===== src/rtl/aes_pkg.sv =====
// Shared definitions for the Rijndael state permutation units: row offset table,
// column-major byte indexing and the legal block-width check.
package aes_pkg;

    // Row offsets indexed by [width select][row]; width select 0/1/2 = Nb 4/6/8.
    localparam int ROW_OFF [3][4] = '{'{0, 1, 2, 3}, '{0, 1, 2, 3}, '{0, 1, 3, 4}};

    function automatic bit nb_legal(input int nb);
        return (nb == 4) || (nb == 6) || (nb == 8);
    endfunction

    function automatic int row_offset(input int nb, input int r);
        int sel;
        sel = (nb == 8) ? 2 : ((nb == 6) ? 1 : 0);
        return ROW_OFF[sel][r];
    endfunction

    function automatic int state_byte_idx(input int r, input int c);
        return 4 * c + r;
    endfunction

endpackage


===== src/rtl/aes_shiftrows_perm.sv =====
// Combinational ShiftRows / InvShiftRows byte permutation; byte 0 is the MSB byte
// and bytes are laid out column-major.
module aes_shiftrows_perm
    import aes_pkg::*;
#(
    parameter int NB = 4
) (
    input  logic              inv,
    input  logic [32*NB-1:0]  data,
    output logic [32*NB-1:0]  perm
);

    localparam int W = 32 * NB;

    logic [W-1:0] fwd;
    logic [W-1:0] bwd;

    for (genvar r = 0; r < 4; r++) begin : g_row
        for (genvar c = 0; c < NB; c++) begin : g_col
            localparam int OFF = row_offset(NB, r);
            localparam int DST = state_byte_idx(r, c);
            localparam int SRC_F = state_byte_idx(r, (c + OFF) % NB);
            localparam int SRC_I = state_byte_idx(r, (c - OFF + NB) % NB);
            assign fwd[W-1-8*DST -: 8] = data[W-1-8*SRC_F -: 8];
            assign bwd[W-1-8*DST -: 8] = data[W-1-8*SRC_I -: 8];
        end
    end

    assign perm = inv ? bwd : fwd;

endmodule


===== src/rtl/aes_shiftrows_pipe.sv =====
// Pipelined ShiftRows / InvShiftRows with valid/ready handshake, per-transaction
// mode select and a pass-through tag; empty stages fill even while stalled.
module aes_shiftrows_pipe
    import aes_pkg::*;
#(
    parameter int NB     = 4,
    parameter int STAGES = 1,
    parameter int TAG_W  = 4
) (
    input  logic              clk,
    input  logic              rst,
    input  logic              in_valid,
    output logic              in_ready,
    input  logic              in_inv,
    input  logic [32*NB-1:0]  in_data,
    input  logic [TAG_W-1:0]  in_tag,
    output logic              out_valid,
    input  logic              out_ready,
    output logic [32*NB-1:0]  out_data,
    output logic [TAG_W-1:0]  out_tag,
    output logic [2:0]        occupancy
);

    localparam int W = 32 * NB;

    if (!nb_legal(NB)) begin : g_bad_nb
        $error("aes_shiftrows_pipe: NB must be 4, 6 or 8");
    end
    if (STAGES < 1 || STAGES > 4) begin : g_bad_stages
        $error("aes_shiftrows_pipe: STAGES must be in 1..4");
    end

    logic [W-1:0]     perm_data;
    logic [W-1:0]     data_p [1:STAGES];
    logic [TAG_W-1:0] tag_p  [1:STAGES];
    logic [STAGES:1]  vld_p;
    logic [STAGES:1]  adv;
    logic [2:0]       occ;
    logic             in_xfer;
    logic             out_xfer;

    aes_shiftrows_perm #(.NB(NB)) u_perm (
        .inv  (in_inv),
        .data (in_data),
        .perm (perm_data)
    );

    // Stage i advances unless it and every stage after it are full while the output stalls.
    always_comb begin
        logic all_full;
        all_full = 1'b1;
        adv      = '0;
        for (int i = STAGES; i >= 1; i--) begin
            all_full = all_full & vld_p[i];
            adv[i]   = out_ready | ~all_full;
        end
    end

    assign in_ready  = adv[1];
    assign in_xfer   = in_valid & in_ready;
    assign out_valid = vld_p[STAGES];
    assign out_xfer  = out_valid & out_ready;
    assign out_data  = data_p[STAGES];
    assign out_tag   = tag_p[STAGES];
    assign occupancy = occ;

    always_ff @(posedge clk) begin
        if (rst) begin
            vld_p <= '0;
            occ   <= '0;
            for (int i = 1; i <= STAGES; i++) begin
                data_p[i] <= '0;
                tag_p[i]  <= '0;
            end
        end else begin
            // stage 1: capture the permuted state on input transfer
            if (adv[1]) begin
                vld_p[1] <= in_valid;
                if (in_valid) begin
                    data_p[1] <= perm_data;
                    tag_p[1]  <= in_tag;
                end
            end
            // stages 2..STAGES: plain shift of valid/data/tag
            for (int i = 2; i <= STAGES; i++) begin
                if (adv[i]) begin
                    vld_p[i] <= vld_p[i-1];
                    if (vld_p[i-1]) begin
                        data_p[i] <= data_p[i-1];
                        tag_p[i]  <= tag_p[i-1];
                    end
                end
            end
            occ <= occ + {2'b00, in_xfer} - {2'b00, out_xfer};
        end
    end

endmodule


===== config.mk =====
export PLATFORM = sky130hd
export DESIGN_NAME = aes_shiftrows_pipe
export DESIGN_NICKNAME = d
export VERILOG_FILES = /design/src/rtl/aes_pkg.sv /design/src/rtl/aes_shiftrows_perm.sv /design/src/rtl/aes_shiftrows_pipe.sv
export SDC_FILE = /design/constraint.sdc
export NUM_CORES = 1
export LEC_CHECK = 0
export BUFFER_PORTS_ARGS = -buffer_cell sky130_fd_sc_hd__buf_2
export CAP_MARGIN = 20
export CORE_MARGIN = 3
export CORE_UTILIZATION = 50
export CTS_BUF_LIST = sky130_fd_sc_hd__clkbuf_16
export CTS_CLUSTER_SIZE = 20
export DETAILED_ROUTE_END_ITERATION = 16
export PLACE_DENSITY = 0.84
export SLEW_MARGIN = 20
export SYNTH_ARGS = -nofsm -noshare
export SYNTH_HDL_FRONTEND = slang
export SYNTH_HIERARCHICAL = 1
export SYNTH_SLANG_ARGS = --single-unit

===== constraint.sdc =====
create_clock -name clk -period 6.38 [get_ports clk]
set_input_delay 1.276 -clock clk [delete_from_list [all_inputs] [get_ports clk]]
set_output_delay 1.276 -clock clk [all_outputs]
set_load 0.05 [all_outputs]

* Word level (Yosys, flattened, before mapping)
Memories as Yosys holds them, arrays and structs flattened.
Index checks and enable logic that the tools add are counted.
W data, S select, Z words.
** Storage, ports and cells
- Register bits after elaboration :: 4
- Memories :: 2
- Input bits :: 137
- Memory bits (writable) :: 132
** Cells by class
- Add/sub/neg operators :: 2
- Bitwise gates (word level) :: 6
- Muxes and demuxes :: 9
** Memory list
- data_p :: depth 1, width 128, rd ports 1, clocked after memory_dff 0, wr ports 1, RTL line aes_shiftrows_pipe.sv:34 : logic [W-1:0] data_p [1:STAGES];
- tag_p :: depth 1, width 4, rd ports 1, clocked after memory_dff 0, wr ports 1, RTL line aes_shiftrows_pipe.sv:35 : logic [TAG_W-1:0] tag_p [1:STAGES];
** Operators with widths (count)
- $mux W128 :: 1
- $mux W120 :: 1
- $mux W1 :: 6
- $mux W4 :: 1
- $add A3 B1 Y3 :: 1
- $or A1 B1 Y1 :: 3
- $sub A3 B1 Y3 :: 1
- $and A1 B1 Y1 :: 2
- $not A1 Y1 :: 1

* Longest topological paths before layout
Gate-level depths: netlist of the first run.
- Depth after elaboration :: 6
- Gate-level depth with buffers :: 12
- Mapped depth without buffers :: 10

* By module
The synthesis of the first run kept the hierarchy.
** Modules (own cells, without submodules)
- aes_shiftrows_pipe :: cells an instance 315, seq. area each 4043.9 sq um, instances 1, area an instance 5780.5 sq um
- aes_shiftrows_perm :: cells an instance 135, seq. area each 0.0 sq um, instances 1, area an instance 1557.7 sq um

* Worst setup path before layout of the first run
Ideal clock, no wire load.
- Kind :: input-to-reg
- Start :: input out_ready
- End :: memory data_p[1][0] (netlist bit) (enable)
- Setup time :: 0.491 ns
- Arrival :: 4.720 ns
- Setup slack :: 1.169 ns
- Stages :: 5
- Path buffers :: 2
- Cells stage by stage :: nor2b_1 buf_6 buf_4 inv_1 a21o_1
** On the way
- Cells in the longest elaborated chain, start to end :: 5
** RTL lines
- start, declared :: RTL line aes_shiftrows_pipe.sv:18 : input logic out_ready,
- $or A1 B1 Y1 :: RTL line aes_shiftrows_pipe.sv:55 : adv[i] = out_ready | ~all_full;
- net in_ready :: RTL line aes_shiftrows_pipe.sv:13 : output logic in_ready,
- $mux W1 :: RTL line aes_shiftrows_pipe.sv:77 : if (adv[1]) begin
- $mux W1 :: RTL line aes_shiftrows_pipe.sv:68 : if (rst) begin
- $mux W1 (implied by the code) :: RTL line aes_shiftrows_pipe.sv:80 : data_p[1] <= perm_data;
- $or A1 B1 Y1 (no line)
- end, declared :: RTL line aes_shiftrows_pipe.sv:34
The timed path passes the listed nets, and every way through them passes these cells.

* Worst setup path after layout of the first run
- Start :: input out_ready
- End :: output in_ready
** On the way
- Cells in the longest elaborated chain, start to end :: 1
** RTL lines (RTL line)
- $or A1 B1 Y1 :: aes_shiftrows_pipe.sv:55
- end, declared :: aes_shiftrows_pipe.sv:13
No other way between the ends.

==> results of run 1 <==
[cells by family (layout without fill, tap and decap cells)]
group | Yosys count | after routing
xor+xnor | 1 | 1
fa+ha+maj | 3 | 3
buf+inv | 105 | 311
compound gates | 2 | 2
simple gates | 139 | 139
flops | 136 | 136
mux | 64 | 64
[cell usage in the layout, fill, tap and decap left out, types with 3 or more instances in the layout]
cell,Yosys,routed
buf_2,12,272
mux2_2,4,4
edfxtp_1,132,132
nor3b_2,80,80
clkinv_2,0,3
nor3b_1,52,52
buf_4,67,4
mux2_4,60,60
clkbuf_16,0,17
clkinv_1,0,3
clkinvlp_4,0,4
dfxtp_1,4,4
inv_1,4,5
[tightest hold or removal path, delay by kind of cell, from the launching register on]
family,cells,cell delay [ns]
flops,1,0.34
xor+xnor,1,0.23
simple gates,1,0.04
[power by group through the flow]
stage,combinational (mW),clock [mW],sequential (mW)
after floorplan,0.198,0,1.36
after global placement,0.546,0,1.10
after detailed placement,0.555,0,1.10
after CTS,0.556,0.877,1.08
after global routing,0.578,0.917,1.09
final,0.551,0.860,1.08
[per-stage QoR]
step                      power (mW)  utilization (%)  worst slack, ns  instance area (sq um)
final                           2.49             61.6             3.29                   8690
after global routing            2.58             61.6             3.22                   8690
after CTS                       2.52             61.6             3.27                   8680
after detailed placement        1.66             57.9             2.82                   8170
after global placement          1.64             57.9             2.90                   8170
after floorplan                 1.56                -             1.17                   7340
[metal layers]
| metal | vias to the layer above | track usage (%) |
|---|---|---|
| met5 | - | 0 |
| met4 | 0 | 9.02 |
| met3 | 34 | 5.77 |
| met2 | 159 | 33.7 |
| met1 | 2078 | 19.4 |
| li1 | 1989 | - |
[final cells by class]
class | instances | area (sq um)
Multi-Input combinational cell | 209 | 2480
Tap cell | 180 | 225
Fill cell | 1114 | 5410
Timing Repair Buffer | 278 | 1410
Inverter | 4 | 15.0
Sequential cell | 136 | 4040
Clock buffer | 17 | 425
Clock inverter | 12 | 90.1
[flip-flops by register name, indices dropped and copies added (netlist names)]
signal and flops:
tag_p 4, occupancy 3, data_p 128, out_valid 1
[worst min path at each step]
stage	end	slack (ns)	depth (start not counted)
detailed placement	occupancy[2]$_SDFF_PP0_	0.64	2
finish	occupancy[2]$_SDFF_PP0_	0.64	2
floorplan	occupancy[2]$_SDFF_PP0_	0.91	2
global placement	occupancy[0]$_SDFF_PP0_	0.59	2
global route	occupancy[2]$_SDFF_PP0_	0.68	2
CTS	occupancy[2]$_SDFF_PP0_	0.65	2
==> results.py, run 1 <==
metrics = {
    "floorplanning": {
        "core-area_sq_um": 14100,
        "ioPinCount": 274,
        "dieArea_sq_um": 16200,
        "initial_core_util_pct": 52.1,
        "die_w_um": 127,
        "rows": 43,
        "die_h_um": 127,
    },
    "clock_tree": {
        "cts_hold_buffers": 0,
        "cts_tree": "done",
        "cts_htree_levels": 4,
        "clkSinkCount": 136,
        "cts_resized": 0,
        "cts_buffer_depth": 2,
        "insertion_delay_ns": 0.41,
        "cts_setup_buffers": 0,
        "clk_transition_reported_paths_ns": 0.06,
        "numCtsBuffers": 17,
        "cts-root-buf": "clkbuf_16",
    },
    "worst_setup_path": {
        "crit_cells": 4,
        "endpoint": "in_ready",
        "crit_arrival_ns": 1.81,
        "required_ns": 5.10,
        "startpoint": "out_ready",
        "r2r_cells": 4,
        "startpoint_type": "primary input",
        "critPathBufInv": 3,
        "rr_endpoint": "data_p[1][57]$_SDFFCE_PN0P_",
        "slowest_delay_ns": 0.28,
        "cp_max_fo": 4,
        "path_class": "in -> out",
        "cp-end-kind": "primary output",
        "rr_startpoint": "out_valid$_SDFFE_PP0N_",
        "path_delay_family": "buffers and inverters",
        "crit_chain": "buf_2, nor2b_4, inv_1, buf_2",
        "crit_slowest_cell": "buf_2",
        "reg2reg_slack_ns": 3.94,
        "critPathMostFrequentCell": "buf_2",
    },
    "worst_hold_path": {
        "min_from": "occupancy[2]$_SDFF_PP0_",
        "min_path_type": "reg -> reg",
    },
    "sta": {
        "fin_crit_sh_pct": 48.4,
        "setup_tns_ns": 0,
        "setup_violations": 0,
        "slew_viol_final": 0,
        "hold_violations": 0,
        "tightest_slew_ns": 1.02,
        "slew-limit-headroom_pct": 32.2,
        "rsz0062_at_grt": "false",
        "holdWs_ns": 0.642,
        "fin_skew_ns": 0.00745,
        "fmax_mhz": 324,
        "period_needed_ns": 3.09,
    },
    "cells_and_area": {
        "drive_above_1_share_pct": 68.6,
        "final_cells": 836,
        "nets": 786,
        "synthToLayoutAreaGrowth_pct": 18.4,
        "insertedDiodeCount": 0,
    },
    "synthesis": {
        "yosysTopAreaCell": "edfxtp_1",
        "ys_ff_latch": 136,
        "synth-xor-area-share_pct": 0.307,
        "ys_seq_area_share_pct": 55.1,
        "syn_avg_cell_area_sq_um": 16.3,
        "synth_top_area_share_pct": 54.0,
        "synth_nets": 590,
        "synth_flop_cell": "edfxtp_1",
        "synth_common_cells": "132 x edfxtp_1, 80 x nor3b_2, 67 x buf_4, 60 x mux2_4, 52 x nor3b_1",
        "syn_area_sq_um": 7340,
        "yosysWarnings": 6,
        "synthAdderAreaFrac_pct": 0.614,
        "async_flop_share_pct": 0,
        "synth_compound_area_share_pct": 0.171,
        "yosysMostFrequentCell": "edfxtp_1",
        "synth_area_leaders": "edfxtp_1 54%, nor3b_2 14%, mux2_4 12%, buf_4 6.9%, nor3b_1 5.3%",
        "synth_top_family_by_area": "simple AND/OR/NAND/NOR gates",
        "syn_inst": 450,
        "synthSimpleGateAreaFrac_pct": 19.5,
        "synth_mux_area_share_pct": 12.9,
        "synth_cell_types": 22,
        "synth-edff-count": 132,
    },
    "global_route": {
        "grt_use_total_pct": 18.5,
        "grt_max_degree": 88,
        "grt_pass1_wl_um": 23200,
        "antenna_found_initial": 0,
        "grt-ovfl-total": 0,
        "grt_pass1_vias": 4620,
    },
    "routing": {
        "routedWlPerCell_um": 18.0,
        "wl_met3_um": 1010,
        "ant_nets": 0,
        "wl_met1_um": 5370,
        "drt_pre_antenna_iters": 6,
        "finalWirelength_um": 15100,
        "route.detailed.drc": 0,
        "avgViaCountPerCell": 5.10,
        "drt_iter0_drc": 218,
        "wl_met2_um": 8220,
        "num_vias": 4260,
        "topRoutingLayerUsed": "met4",
    },
    "placement": {
        "hpwl_um": 10400,
        "dp_cells": 807,
        "port_buffers": 273,
        "globalplace.congestion": 0.728,
    },
    "power_and_ir_drop": {
        "total_leakage_power_nw": 3.83,
        "comb_power_share_pct": 22.1,
        "p_sw_uw": 743,
        "intPower_mw": 1.75,
        "switching_share_pct": 29.8,
        "clock_power_share_pct": 34.5,
        "vdd_drop_max_v": 0.000193,
        "power_density_nw_per_um2": 287,
        "p_seq_share_pct": 43.4,
    },
    "job": {
        "cap_violations": 0,
    },
    "run_status": {
        "status": "finished, final reports clean",
    },
}
Note: power is estimated with default switching activity, not from simulation.
==> inputs of run 2 (changes only) <==
Settings changed: ABC_AREA set to 1, CORE_UTILIZATION 50 to 44, PLACE_DENSITY 0.84 to 0.8.
Clock period 6.38 ns to 2.7 ns, I/O delays scaled along.
==> run 2 against run 1 <==
Sequential power increased by 140%. Worst setup slack got worse by 2.6 ns. Total power increased by 140%. Count of clock-buffer cells in the layout unchanged. Critical path depth increased by 7. Clock power increased to 2.7 times the previous value. Cell count increased by 33%. Clock skew decreased by 0.0013 ns. Critical path type is now reg -> reg. Largest cell class unchanged. Largest power group unchanged.
==> results.py, run 2 <==
metrics = {
    "clock_tree": {
        "numCtsBuffers": 17,
        "cts_htree_levels": 4,
        "cts_hold_buffers": 0,
        "cts_buffer_depth": 2,
        "cts-root-buf": "clkbuf_16",
        "cts_tree": "done",
        "insertion_delay_ns": 0.41,
        "cts_resized": 0,
        "clk_transition_reported_paths_ns": 0.06,
        "clkSinkCount": 136,
        "cts_setup_buffers": 0,
    },
    "power_and_ir_drop": {
        "intPower_mw": 4.23,
        "p_seq_share_pct": 41.8,
        "vdd_drop_max_v": 0.000372,
        "switching_share_pct": 30.4,
        "power_density_nw_per_um2": 739,
        "total_leakage_power_nw": 4.60,
        "clock_power_share_pct": 38.5,
        "p_sw_mw": 1.85,
        "comb_power_share_pct": 19.6,
        "report.power.total_mw": 6.09,
    },
    "cells_and_area": {
        "final_cell_mix": "273 x buf_2, 197 x nand2_1, 139 x inv_1, 135 x nor2_1, 132 x edfxtp_1",
        "synthToLayoutAreaGrowth_pct": 24.1,
        "drive_above_1_share_pct": 34.2,
        "insertedDiodeCount": 0,
        "largest_register_ffs": 128,
        "nets": 1058,
        "top_register": "data_p",
        "fillers": 1297,
        "layout_commonest_cell": "buf_2",
    },
    "synthesis": {
        "yosysTopAreaCell": "edfxtp_1",
        "syn_area_sq_um": 6630,
        "synth_nets": 849,
        "synth-edff-count": 132,
        "async_flop_share_pct": 0,
        "ys_seq_area_share_pct": 61.0,
        "synth_top_area_share_pct": 59.8,
        "synth_area_leaders": "edfxtp_1 60%, nand2_1 11%, inv_1 7.8%, nor2_1 7.6%, buf_4 7.4%",
        "syn_avg_cell_area_sq_um": 9.36,
        "synth_flop_cell": "edfxtp_1",
        "yosysMostFrequentCell": "nand2_1",
        "synth_cell_types": 16,
        "synth_common_cells": "198 x nand2_1, 138 x inv_1, 135 x nor2_1, 132 x edfxtp_1, 65 x buf_4",
        "ys_ff_latch": 136,
        "yosysWarnings": 6,
        "syn_inst": 709,
    },
    "worst_setup_path": {
        "r2r_cells": 11,
        "cp_max_fo": 4,
        "startpoint_type": "flop",
        "reg2reg_slack_ns": 0.68,
        "cp-end-kind": "flop",
        "path_class": "reg -> reg",
        "required_ns": 3.00,
        "rr_endpoint": "occupancy[2]$_SDFF_PP0_",
        "rr_startpoint": "out_valid$_SDFFE_PP0N_",
        "crit_arrival_ns": 2.32,
    },
    "sta": {
        "tightest_slew_ns": 0.658,
        "hold_violations": 0,
        "period_needed_ns": 2.02,
        "setup_violations": 0,
        "slew-limit-headroom_pct": 56.2,
        "holdWs_ns": 0.350,
        "fmax_mhz": 495,
        "fin_crit_sh_pct": 74.8,
        "slew_viol_final": 0,
        "fin_skew_ns": 0.00611,
        "rsz0062_at_grt": "false",
        "setup_tns_ns": 0,
    },
    "floorplanning": {
        "rows": 44,
        "dieArea_sq_um": 16600,
        "initial_core_util_pct": 45.3,
        "core-area_sq_um": 14600,
        "ioPinCount": 274,
        "die_w_um": 129,
        "die_h_um": 129,
    },
    "routing": {
        "drt_pre_antenna_iters": 4,
        "num_vias": 4863,
        "avgViaCountPerCell": 4.36,
        "ant_nets": 0,
        "drt_iter0_drc": 302,
        "route.detailed.drc": 0,
        "finalWirelength_um": 14300,
        "routedWlPerCell_um": 12.8,
    },
    "job": {
        "cap_violations": 0,
    },
    "global_route": {
        "grt_max_degree": 133,
        "grt_use_total_pct": 16.6,
        "grt-ovfl-total": 0,
        "antenna_found_initial": 0,
        "grt_pass1_vias": 4438,
        "grt_pass1_wl_um": 21200,
    },
    "placement": {
        "globalplace.congestion": 0.802,
        "hpwl_um": 10100,
        "port_buffers": 273,
    },
    "run_status": {
        "status": "finished, final reports clean",
    },
    "worst_hold_path": {
        "min_from": "rst",
        "hold-path-endpoint": "occupancy[1]$_SDFF_PP0_",
        "min_path_type": "in -> reg",
        "hold_depth": 2,
    },
}
[run 2: changes by cell type after synthesis, sizes merged, moves of 2 or more]
| cell | delta |
|---|---|
| nor2 | +133 |
| nor3b | -132 |
| nor2b | -2 |
| mux2 | -64 |
| nand2 | +198 |
| nand3 | +2 |
| buf | -11 |
| inv | +137 |
[run 2: metrics by stage]
step	utilization [%]	setup WS [ns]	instance area [sq um]	cells
floorplan	-	0.264	6640	709
global placement	52.1	0.462	7630	1083
detailed placement	52.1	0.346	7630	1083
CTS	56.2	0.676	8230	1115
global route	56.2	0.527	8230	1115
finish	56.2	0.680	8230	1115
[run 2: power by group through the flow]
stage	clock network (mW)	registers [mW]	logic, mW
after floorplan	0	3.19	0.344
after global placement	0	2.58	1.19
after detailed placement	0	2.59	1.20
after CTS	2.40	2.55	1.21
after global routing	2.49	2.56	1.28
final	2.34	2.55	1.20
[run 2: final cells by class]
type                    instances  area (sq um)  share of cell area [%]
multi-input cells             341          1350                    16.4
inverters                     141           529                    6.43
clock inverters                15           175                    2.13
flip-flops and latches        136          4040                    49.1
clock buffers                  17           425                    5.17
repair buffers                281          1480                    17.9
well taps                     184           230                    2.80
[run 2: worst max path at each step]
stage                            from                 endpoint  slack, ns
5_1_grt        out_valid$_SDFFE_PP0N_  occupancy[2]$_SDFF_PP0_       0.53
6_report       out_valid$_SDFFE_PP0N_  occupancy[2]$_SDFF_PP0_       0.68
3_5_place_dp                out_ready  occupancy[2]$_SDFF_PP0_       0.35
3_3_place_gp                out_ready  occupancy[2]$_SDFF_PP0_       0.46
2_1_floorplan  out_valid$_SDFFE_PP0N_  occupancy[2]$_SDFF_PP0_       0.26
4_1_cts        out_valid$_SDFFE_PP0N_  occupancy[2]$_SDFF_PP0_       0.68
[run 2: cells by family after synthesis]
kind of cell	after synthesis	share of synthesized area [%]
buffers and inverters	232	18.9
AO/OA/AOI/OAI	2	0.151
flip-flops	136	61.0
adder cells (fa/ha/maj)	3	0.679
AND/OR/NAND/NOR	336	19.3
[run 2: critical path, cell delays in order (launching register included)]
cell and delay, ns:
dfxtp_1 0.36, nand2_2 0.11, nand2_1 0.22, ha_1 0.28
inv_1 0.06, ha_1 0.14, inv_1 0.05, fa_1 0.38
inv_1 0.08, nand2_1 0.07, a21oi_1 0.13, nor2_1 0.06
[run 2: per-layer routing]
| layer | part of all wire, % | GRT usage (%) | vias up | wire length [um] |
|---|---|---|---|---|
| met4 | 1.7 | 6.73 | 0 | 239 |
| met5 | 0 | 0 | - | 0 |
| li1 | - | - | 2473 | - |
| met3 | 8.9 | 6.31 | 18 | 1270 |
| met1 | 39 | 18.8 | 2189 | 5590 |
| met2 | 50 | 28.2 | 183 | 7210 |
